### config.mk
export PLATFORM = sky130hd
export DESIGN_NAME = lif_neuron_layer
export DESIGN_NICKNAME = d
export VERILOG_FILES = /design/src/rtl/lif_neuron_layer.sv
export SDC_FILE = /design/constraint.sdc
export NUM_CORES = 1
export LEC_CHECK = 0
export CORE_UTILIZATION = 57
export CTS_BUF_LIST = sky130_fd_sc_hd__clkbuf_4
export CTS_CLUSTER_DIAMETER = 30
export DETAILED_ROUTE_END_ITERATION = 12
export PLACE_DENSITY = 0.79
export SYNTH_ARGS = -nofsm -noshare
export SYNTH_HDL_FRONTEND = slang
export SYNTH_SLANG_ARGS = --single-unit
### constraint.sdc
create_clock -name clk -period 10.85 [get_ports clk]
set_clock_uncertainty 0.1 [all_clocks]
set_input_delay 1.6275 -clock clk [delete_from_list [all_inputs] [get_ports clk]]
set_output_delay 1.6275 -clock clk [all_outputs]
set_load 0.01 [all_outputs]
### src/rtl/lif_neuron_layer.sv
// Time-multiplexed layer of leaky integrate-and-fire neurons.
// One shared sum/leak/threshold datapath visits each neuron in turn after a
// step request. Membranes and refractory counters are kept per neuron. The
// weights sit in a serial shift chain that is loaded while the layer is idle.
module lif_neuron_layer #(
  parameter int INPUTS      = 8,
  parameter int NEURONS     = 4,
  parameter int WEIGHT_BITS = 3,
  parameter int U_BITS      = 8,
  parameter int REFR_BITS   = 3,
  localparam int IDX_W      = $clog2(NEURONS)
) (
  input  logic                   clk,
  input  logic                   reset,
  input  logic [INPUTS-1:0]      x,
  input  logic                   step,
  input  logic                   w_shift_en,
  input  logic [WEIGHT_BITS-1:0] w_shift_in,
  input  logic [U_BITS-2:0]      threshold,
  input  logic [2:0]             leak_shift,
  input  logic                   reset_mode,
  input  logic [REFR_BITS-1:0]   refractory,
  input  logic [IDX_W-1:0]       probe_sel,
  output logic                   busy,
  output logic                   done,
  output logic [NEURONS-1:0]     spikes,
  output logic [U_BITS-1:0]      probe_u
);

  // Two guard bits are enough for u - leak + sum before saturation.
  localparam int SW = U_BITS + 2;
  localparam logic signed [SW-1:0] U_MAX = SW'((1 << (U_BITS - 1)) - 1);
  localparam logic signed [SW-1:0] U_MIN = ~U_MAX;

  typedef enum logic {IDLE, EVAL} state_t;

  state_t                  state_reg, state_next;
  logic [IDX_W-1:0]        idx_reg;
  logic [INPUTS-1:0]       x_q_reg;
  logic [NEURONS-1:0]      stage_reg, stage_next;
  logic [NEURONS-1:0]      spikes_reg;
  logic                    done_reg;

  logic [WEIGHT_BITS-1:0]  w_reg [NEURONS][INPUTS];
  logic signed [U_BITS-1:0] u_reg [NEURONS];
  logic [REFR_BITS-1:0]    refr_reg [NEURONS];

  logic                    accept;
  logic                    evaluating;
  logic                    last;
  logic                    shift_ok;

  logic signed [SW-1:0]    psum [INPUTS+1];
  logic signed [U_BITS-1:0] u_cur;
  logic [REFR_BITS-1:0]    refr_cur;
  logic signed [SW-1:0]    u_cur_w, leak_w, u_sum_w, u_int, u_sub, thr_w;
  logic                    fire;
  logic signed [U_BITS-1:0] u_new;
  logic [REFR_BITS-1:0]    refr_new;

  function automatic logic signed [SW-1:0] sat(input logic signed [SW-1:0] v);
    if (v > U_MAX) return U_MAX;
    if (v < U_MIN) return U_MIN;
    return v;
  endfunction

  assign evaluating = (state_reg == EVAL);
  assign accept     = (state_reg == IDLE) && step;
  assign last       = evaluating && (idx_reg == IDX_W'(NEURONS - 1));
  assign shift_ok   = w_shift_en && !evaluating;

  assign busy    = evaluating;
  assign done    = done_reg;
  assign spikes  = spikes_reg;
  assign probe_u = u_reg[probe_sel];

  // Weight chain: entry w[0][0] takes the new value, every other entry takes
  // its flat predecessor, so the oldest value falls off w[NEURONS-1][INPUTS-1].
  for (genvar gj = 0; gj < NEURONS; gj++) begin : g_wn
    for (genvar gi = 0; gi < INPUTS; gi++) begin : g_wi
      logic [WEIGHT_BITS-1:0] prev;
      if (gj == 0 && gi == 0) begin : g_head
        assign prev = w_shift_in;
      end else if (gi == 0) begin : g_wrap
        assign prev = w_reg[gj-1][INPUTS-1];
      end else begin : g_mid
        assign prev = w_reg[gj][gi-1];
      end

      // Shift one chain position when loading is allowed.
      always_ff @(posedge clk) begin
        if (reset) begin
          w_reg[gj][gi] <= '0;
        end else if (shift_ok) begin
          w_reg[gj][gi] <= prev;
        end
      end
    end
  end

  // Running signed sum of the current neuron's weights on active inputs.
  assign psum[0] = '0;
  for (genvar gi = 0; gi < INPUTS; gi++) begin : g_sum
    logic [WEIGHT_BITS-1:0] w_sel;
    assign w_sel = w_reg[idx_reg][gi];
    assign psum[gi+1] = psum[gi] +
      (x_q_reg[gi] ? {{(SW-WEIGHT_BITS){w_sel[WEIGHT_BITS-1]}}, w_sel} : '0);
  end

  assign u_cur    = u_reg[idx_reg];
  assign refr_cur = refr_reg[idx_reg];
  assign u_cur_w  = {{2{u_cur[U_BITS-1]}}, u_cur};
  assign thr_w    = {{(SW-U_BITS+1){1'b0}}, threshold};
  // A shift of zero means no leak; u>>>0 would otherwise erase u entirely.
  assign leak_w   = (leak_shift == 3'd0) ? '0 : (u_cur_w >>> leak_shift);
  assign u_sum_w  = u_cur_w - leak_w + psum[INPUTS];
  assign u_int    = sat(u_sum_w);
  assign u_sub    = sat(u_int - thr_w);

  // Next state plus the membrane/refractory update for the visited neuron.
  always_comb begin
    state_next = state_reg;
    fire       = 1'b0;
    u_new      = u_cur;
    refr_new   = refr_cur;
    stage_next = stage_reg;

    case (state_reg)
      IDLE:    if (step) state_next = EVAL;
      EVAL:    if (last) state_next = IDLE;
      default: state_next = IDLE;
    endcase

    if (refr_cur != '0) begin
      refr_new = refr_cur - REFR_BITS'(1);
    end else if (u_int >= thr_w) begin
      fire     = 1'b1;
      refr_new = refractory;
      u_new    = reset_mode ? u_sub[U_BITS-1:0] : '0;
    end else begin
      u_new    = u_int[U_BITS-1:0];
    end

    stage_next[idx_reg] = fire;
  end

  // Control state: FSM, neuron index, latched inputs and the spike vectors.
  always_ff @(posedge clk) begin
    if (reset) begin
      state_reg  <= IDLE;
      idx_reg    <= '0;
      x_q_reg    <= '0;
      stage_reg  <= '0;
      spikes_reg <= '0;
      done_reg   <= 1'b0;
    end else begin
      state_reg <= state_next;
      done_reg  <= last;
      if (accept) begin
        x_q_reg   <= x;
        idx_reg   <= '0;
        stage_reg <= '0;
      end else if (evaluating) begin
        stage_reg <= stage_next;
        idx_reg   <= last ? '0 : idx_reg + IDX_W'(1);
        if (last) spikes_reg <= stage_next;
      end
    end
  end

  for (genvar gi = 0; gi < NEURONS; gi++) begin : g_neuron
    // Commit the shared datapath result only into the neuron being visited.
    always_ff @(posedge clk) begin
      if (reset) begin
        u_reg[gi]    <= '0;
        refr_reg[gi] <= '0;
      end else if (evaluating && idx_reg == IDX_W'(gi)) begin
        u_reg[gi]    <= u_new;
        refr_reg[gi] <= refr_new;
      end
    end
  end

endmodule

* Yosys cells after proc, flatten, opt, wreduce, memory -nomap -nowiden *
Memories as Yosys holds them, arrays and structs flattened. A register that Yosys moved wholly into a read port is not among the register bits.
Index checks and enable logic that the tools add are counted.
W data, S select, Z words.

storage, ports and cells
  bits in registers = 20
  memory bits (writable) = 140
  output and inout port bits = 14
  word-level logic and storage cells = 187
  memories kept = 3

operators by class
  $add $sub $neg = 12
  order comparisons = 7
  equal/unequal tests = 3
  shifts and indexed selects = 1
  multiplexer cells = 100
  bitwise gates (word level) = 42
  reduce and logical (&&, ||, !) cells = 13

memory list
  name      words  width  rd ports  clocked after Yosys merged registers in  wr ports  line  text
  w_reg     4      24     5         1                                        4         44    logic [WEIGHT_BITS-1:0] w_reg [NEURONS][INPUTS];
  u_reg     4      8      2         1                                        4         45    logic signed [U_BITS-1:0] u_reg [NEURONS];
  refr_reg  4      3      1         1                                        4         46    logic [REFR_BITS-1:0] refr_reg [NEURONS];

operators with widths
  cell                   number
  $mux W10               13
  $mux W3                38
  $mux W8                11
  $add A10 B10 Y10       8
  $or A1 B1 Y1           40
  $mux W1                28
  $gt A10 B8 Y1 const B  2
  $lt A10 B8 Y1 const B  2
  $mux W2                7
  $ge A10 B8 Y1          1
  $sshr A10 B3 Y10       1
  $sub A10 B8 Y10        1
  $sub A8 B10 Y10        1
  $logic_and A1 B1 Y1    7
  $bwmux W4              1
  $eq A2 B2 Y1 const B   2
  $logic_not A3 Y1       1
  $lt A2 B3 Y1 const B   1
  $reduce_and A3 Y1      1
  $reduce_bool A3 Y1     1
  $sub A3 B1 Y3 const B  1
  $add A2 B1 Y2 const B  1
  $demux W1 S2           1
  $eq A2 B1 Y1 const B   1
  6 further kinds        7

* Logic depth before layout (Yosys ltp) *
Gate-level depths: netlist of the first run.

  depth after elaboration = 24
  gate-level depth with buffers = 38
  gate-level depth less buffers = 35

* Worst setup path after synthesis of the first run *
Ideal clock, no wire load.

  path kind = input to register
  from = input port leak_shift[0]
  to = memory u_reg[1][6], data pin
  setup time = 0.266 ns
  arrival = 10.330 ns
  required time = 10.484 ns
  slack = 0.154 ns
  stages = 32
  buffers on the path = 3
  cells stage by stage = clkbuf_1 > clkbuf_1 > nand2_1 > mux4_2 > fa_1 > inv_1 > fa_1 > fa_1 > fa_1 > inv_1 > fa_1 > fa_1 > a21oi_1 > o211ai_1 > a31oi_1 > xnor3_2 > inv_1 > ha_1 > clkbuf_1 > inv_1 > a21oi_1 > ha_1 > fa_1 > nor2b_1 > o31a_1 > nor2_1 > o21ai_0 > o41ai_1 > a2111oi_0 > o41ai_4 > o32ai_2 > nor2_1

RTL lines
  element          line  text
  start, declared  20    input logic [2:0] leak_shift,
  end, declared    45

==> run metrics, run 1 <==
Post-Syn Area=9920 um^2; CTS tree=built; Via density=6.04; clock-pin slew on the worst setup and hold paths=0.13 ns; DRC=0; port buffer count=44; status=completed; Die Y=134 um; FF-to-FF End=u_reg[3][3]; Yosys reg bits=161; Worst Tran Pin Value=1.24 ns; Max Root-Sink Buffers=2; number of synthesized flops with an enable pin=140; Num CTS Buffers=17; Post-Syn Instances=819; CP Data Arrival Time=10.57 ns; Finished Layout Cells=1,091; clk sinks=161; clock root cell=clkbuf_4; CP Capture Type=flop; area delta synth->final=10.7%; pins over their slew limit=0; Routed WL=22.0 mm; Worst path most repeated cell=fa_1; Tightest Hold Check Type=reg -> reg; H-tree depth=4; top_reg_cell synth=edfxtp_1; Fin. Hold Viols=0; Crit path required time=11.03 ns; critical path buffer and inverter count=7; most frequent cells in the layout=edfxtp_1 (140), and2_1 (104), inv_1 (85); largest net degree at the start of global routing=97; RSZ-0062 raised after global routing=no; Yosys Warn Count=0; Hold Slack=0.373 ns; Top Ports=45; relative slew slack=17.2%; internal reg-to-reg setup slack=0.62 ns; # rows=47; GRT Resource Usage Total=26.1%; Die X=134 um; post-synthesis sequential area ratio=46.6%; starting density of the core=59.2%; final setup violation count=0; startpoint types=input port; most common cell after layout, fill and taps aside=edfxtp_1; hold endpoint=stage_reg[2]; vias in the first global route=6,539; WL/cell=20.2 um; max reg flops=96; min-delay src=stage_reg[2]; DP HPWL=15.9 mm; core box area=16,800 um^2; GP Congestion=1.04; Netlist cell types=58; stages on the worst setup path=31; cell depth of the worst flop-to-flop path=30; FFs w/ async S/R, synth=0%; clk_lat worst skew=0.55 ns; Post-CTS Setup Repair Bufs=0; initial antenna violation count=1; hold path cells=2; syn_nets=927; Post-CTS Hold Buffers=0; GR Overflow Total=0; Placed Cells incl. Taps=1,058; antenna viol nets, final=0; DR iter-0 viols=697; f_max=96.3 MHz; fin crit period=10.39 ns; crit path max fanout=12; first-pass GRT wire length=34.9 mm; post-route clock period utilization=95.8%; Vias=6,595; Critical Path Slowest Stage Cell=clkdlybuf4s50_1; Setup Crit Path Kind=in -> reg; max-cap viol count=0; cell family with most CP delay=adder cells; First-pass DRT Iterations=5; Die ar.=17,900 um^2; Syn Area/Cell=12.1 um^2; crit-path max cell delay=0.55 ns; fraction of layout cells with a size suffix above 1=13.0%; Final #Nets=965
## kinds of logic after synthesis
family / Yosys count / synth area share, %
mux: 52 / 11.0
buf+inv: 127 / 4.97
simple gates: 278 / 14.3
compound gates: 106 / 7.74
flops: 161 / 46.6
fa+ha+maj: 77 / 13.5
xor+xnor: 18 / 1.88
## synthesized netlist by cell type, drive strengths merged, types with 7 or more instances
| library cell | n | area share [%] |
|---|---|---|
| edfxtp | 140 | 42 |
| and2 | 105 | 6.6 |
| inv | 85 | 3.2 |
| nor2 | 60 | 2.3 |
| nand2 | 58 | 2.2 |
| fa | 50 | 10 |
| mux4 | 44 | 10 |
| a21oi | 36 | 1.8 |
| clkbuf | 32 | 1.2 |
| ha | 27 | 3.4 |
| o21ai | 24 | 1.2 |
| dfxtp | 21 | 4.2 |
| nor3 | 17 | 0.86 |
| xnor2 | 14 | 1.2 |
| buf | 10 | 0.54 |
| nand2b | 10 | 0.63 |
| nand3 | 9 | 0.45 |
| nor2b | 8 | 0.50 |
| a21o | 7 | 0.53 |
## worst min-delay path: stages (launching register included)
cell,delay (ns)
dfxtp_1,0.33
nand2_1,0.05
a21oi_1,0.06
## layer usage
| layer | GRT usage (%) | up-vias | share of wire, % |
|---|---|---|---|
| met5 | 0 | - | 0 |
| met4 | 8.33 | 0 | 2.2 |
| met3 | 4.04 | 41 | 6.8 |
| met2 | 41.9 | 315 | 50 |
| met1 | 36.6 | 3297 | 41 |
| li1 | - | 2942 | - |
## how the worst max path moves through the flow
stage | start | to | slack (ns)
final | leak_shift[0] | u_reg[3][3] | 0.46
after floorplan | leak_shift[0] | u_reg[1][6] | 0.15
after detailed placement | leak_shift[0] | u_reg[3][6] | -0.22
after CTS | leak_shift[0] | u_reg[1][0] | 0.33
after global routing | leak_shift[0] | u_reg[1][3] | 0.08
after global placement | leak_shift[0] | u_reg[1][6] | 0.09
## timing repair
item	CTS	global route
gates resized for setup	0	3
endpoints found under the setup margin	0	28
endpoints found under the hold margin	0	0
## area by class of cell
| class | instances | area (um^2) |
|---|---|---|
| Antenna cell | 1 | 2.50 |
| Clock buffer | 17 | 128 |
| Clock inverter | 15 | 233 |
| Fill cell | 1221 | 5780 |
| Inverter | 85 | 319 |
| Multi-Input combinational cell | 531 | 4830 |
| Sequential cell | 161 | 4630 |
| Tap cell | 220 | 275 |
| Timing Repair Buffer | 61 | 568 |
## metrics by stage
stage               TNS (ns)  area [um^2]  util [%]  worst slack (ns)
global placement           0        10600      63.3            0.0949
CTS                        0        11000      65.4             0.332
finish                     0        11000      65.5             0.461
detailed placement     -4.00        10600      63.3            -0.217
global route               0        11000      65.5            0.0757
floorplan                  0         9920         -             0.154
Power of run 1 is left out: the tool's default activity adds up to more than one toggle a clock period on the data nets, which glitch-free logic cannot reach.
==> inputs of run 2 (changes only) <==
==> config.mk (replaced) <==
export PLATFORM = sky130hd
export DESIGN_NAME = lif_neuron_layer
export DESIGN_NICKNAME = d
export VERILOG_FILES = /design/src/rtl/lif_neuron_layer.sv
export SDC_FILE = /design/constraint.sdc
export NUM_CORES = 1
export LEC_CHECK = 0
export CORE_UTILIZATION = 56
export CTS_CLUSTER_DIAMETER = 30
export CTS_CLUSTER_SIZE = 25
export DETAILED_ROUTE_END_ITERATION = 12
export PLACE_DENSITY = 0.78
export SYNTH_ARGS = -nofsm -noshare
export SYNTH_HDL_FRONTEND = slang
export SYNTH_SLANG_ARGS = --single-unit
==> run 2 against run 1 <==
Largest cell class unchanged. Count of clock-buffer cells in the layout up 3. Sequential share of layout area decreased by 0.70 points. Critical endpoint is now u_reg[2][2]. Global-route usage decreased by 1.8 points.
==> run metrics, run 2 (synthesis results as in run 1) <==
Critical Path Slowest Stage Cell=clkdlybuf4s50_1; clk sinks=161 (unchanged); DR iter-0 viols=482 (-31%); Die ar.=18,300 um^2 (+1.8%); GR Overflow Total=0 (unchanged); starting density of the core=57.4% (-1.8 points); Worst path most repeated cell=fa_1; GP Congestion=0.909 (-13%); initial antenna violation count=0 (-1); Finished Layout Cells=1,095 (+0.37%); CTS tree=built; crit-path max cell delay=0.63 ns (+0.08 ns); H-tree depth=4 (unchanged); fin crit period=10.33 ns (-0.0628 ns); CP Capture Type=flop; RSZ-0062 raised after global routing=no; clock-pin slew on the worst setup and hold paths=0.06 ns (-0.07 ns); Setup Crit Path Kind=in -> reg; crit path max fanout=8 (-4); final antenna diode count=0 (-1); setup_tns=0 ns (unchanged); f_max=96.8 MHz (+0.61%); DP HPWL=14.7 mm (-7.8%); status=completed; vias in the first global route=6,352 (-2.9%); Tightest Hold Check Type=reg -> reg; Worst Tran Pin Value=1.13 ns (-0.108 ns); most frequent cells in the layout=edfxtp_1 (140), and2_1 (104), inv_1 (85); largest net degree at the start of global routing=92 (-5.2%); port buffer count=44 (unchanged); area delta synth->final=12.5%; Num CTS Buffers=17 (unchanged); Final #Nets=966 (+0.10%); core box area=17,300 um^2 (+3.2%); fraction of layout cells with a size suffix above 1=12.6% (-0.34 points); critical path buffer and inverter count=5 (-2); max reg flops=96 (unchanged); final core utilization=64.6% (-0.96 points); WL/cell=18.6 um (-7.6%); Die X=135 um (+0.88%); max-cap viol count=0 (unchanged); antenna viol nets, final=0 (unchanged); Via density=5.79 (-4.2%); most common cell after layout, fill and taps aside=edfxtp_1; pins over their slew limit=0 (unchanged); Placed Cells incl. Taps=1,064 (+0.57%); first-pass GRT wire length=33.2 mm (-5.1%); Max Root-Sink Buffers=2 (unchanged); Post-CTS Setup Repair Bufs=0 (unchanged); startpoint types=input port; First-pass DRT Iterations=6 (+1); Vias=6,340 (-3.9%); Die Y=135 um (+0.88%); relative slew slack=24.4% (+7.2 points); GRT Resource Usage Total=24.3% (-1.8 points); clock root cell=clkbuf_16; area post-placement=10,600 um^2 (+0.25%); Crit path required time=11.02 ns (about the same); # rows=48 (+2.1%); Top Ports=45 (unchanged); clk_lat worst skew=0.41 ns (-0.14 ns); Fin. Hold Viols=0 (unchanged); fillers=1,304 (+6.8%); cell family with most CP delay=adder cells; post-route clock period utilization=95.2% (-0.58 points); final setup violation count=0 (unchanged); DRC=0 (unchanged); CP Data Arrival Time=10.50 ns (-0.07 ns); Routed WL=20.4 mm (-7.3%); design area=11,200 um^2 (+1.7%)
run 2: tightest hold or removal path, stage by stage (launching register included):
cell,delay (ns)
dfxtp_1,0.30
nand2_1,0.05
a21oi_1,0.05
run 2: timing repair:
action | in CTS | in global routing
gates resized for setup | 0 | 7
hold buffers | 0 | 0
endpoints found under the setup margin | 0 | 28
run 2: worst paths after layout:
kind                                endpoint  depth (start not counted)  slack [ns]           from
worst max register to register   u_reg[2][2]                         33        0.71           flop
worst max-delay path             u_reg[2][2]                         29        0.52  leak_shift[1]
worst min-delay path            stage_reg[0]                          2        0.36   stage_reg[0]
worst min register to register  stage_reg[0]                          2        0.36   stage_reg[0]
run 2: through the flow:
stage | hold WS (ns) | setup WS [ns]
global route | 0.375 | 0.125
detailed placement | 0.348 | -0.241
CTS | 0.356 | 0.138
floorplan | 0.333 | 0.154
global placement | 0.342 | -0.00396
finish | 0.357 | 0.524
run 2: area by class of cell:
| cell class | instances | area (um^2) | area share, % |
|---|---|---|---|
| clock buffer | 20 | 437 | 3.91 |
| multi-input combinational | 531 | 4840 | 43.4 |
| timing repair buffer | 62 | 591 | 5.29 |
| sequential | 161 | 4630 | 41.4 |
| tap | 225 | 282 | 2.52 |
| inverter | 85 | 319 | 2.86 |
| clock inverter | 11 | 67.6 | 0.605 |
run 2: metal layers:
layer | wire length [um] | vias to the layer above | GRT usage [%]
li1 | - | 2946 | -
met1 | 8930 | 3127 | 34.4
met2 | 9750 | 233 | 38.1
met3 | 1290 | 34 | 4.35
met4 | 414 | 0 | 7.93
met5 | 0 | - | 0
Power of run 2 is left out for the same reason.
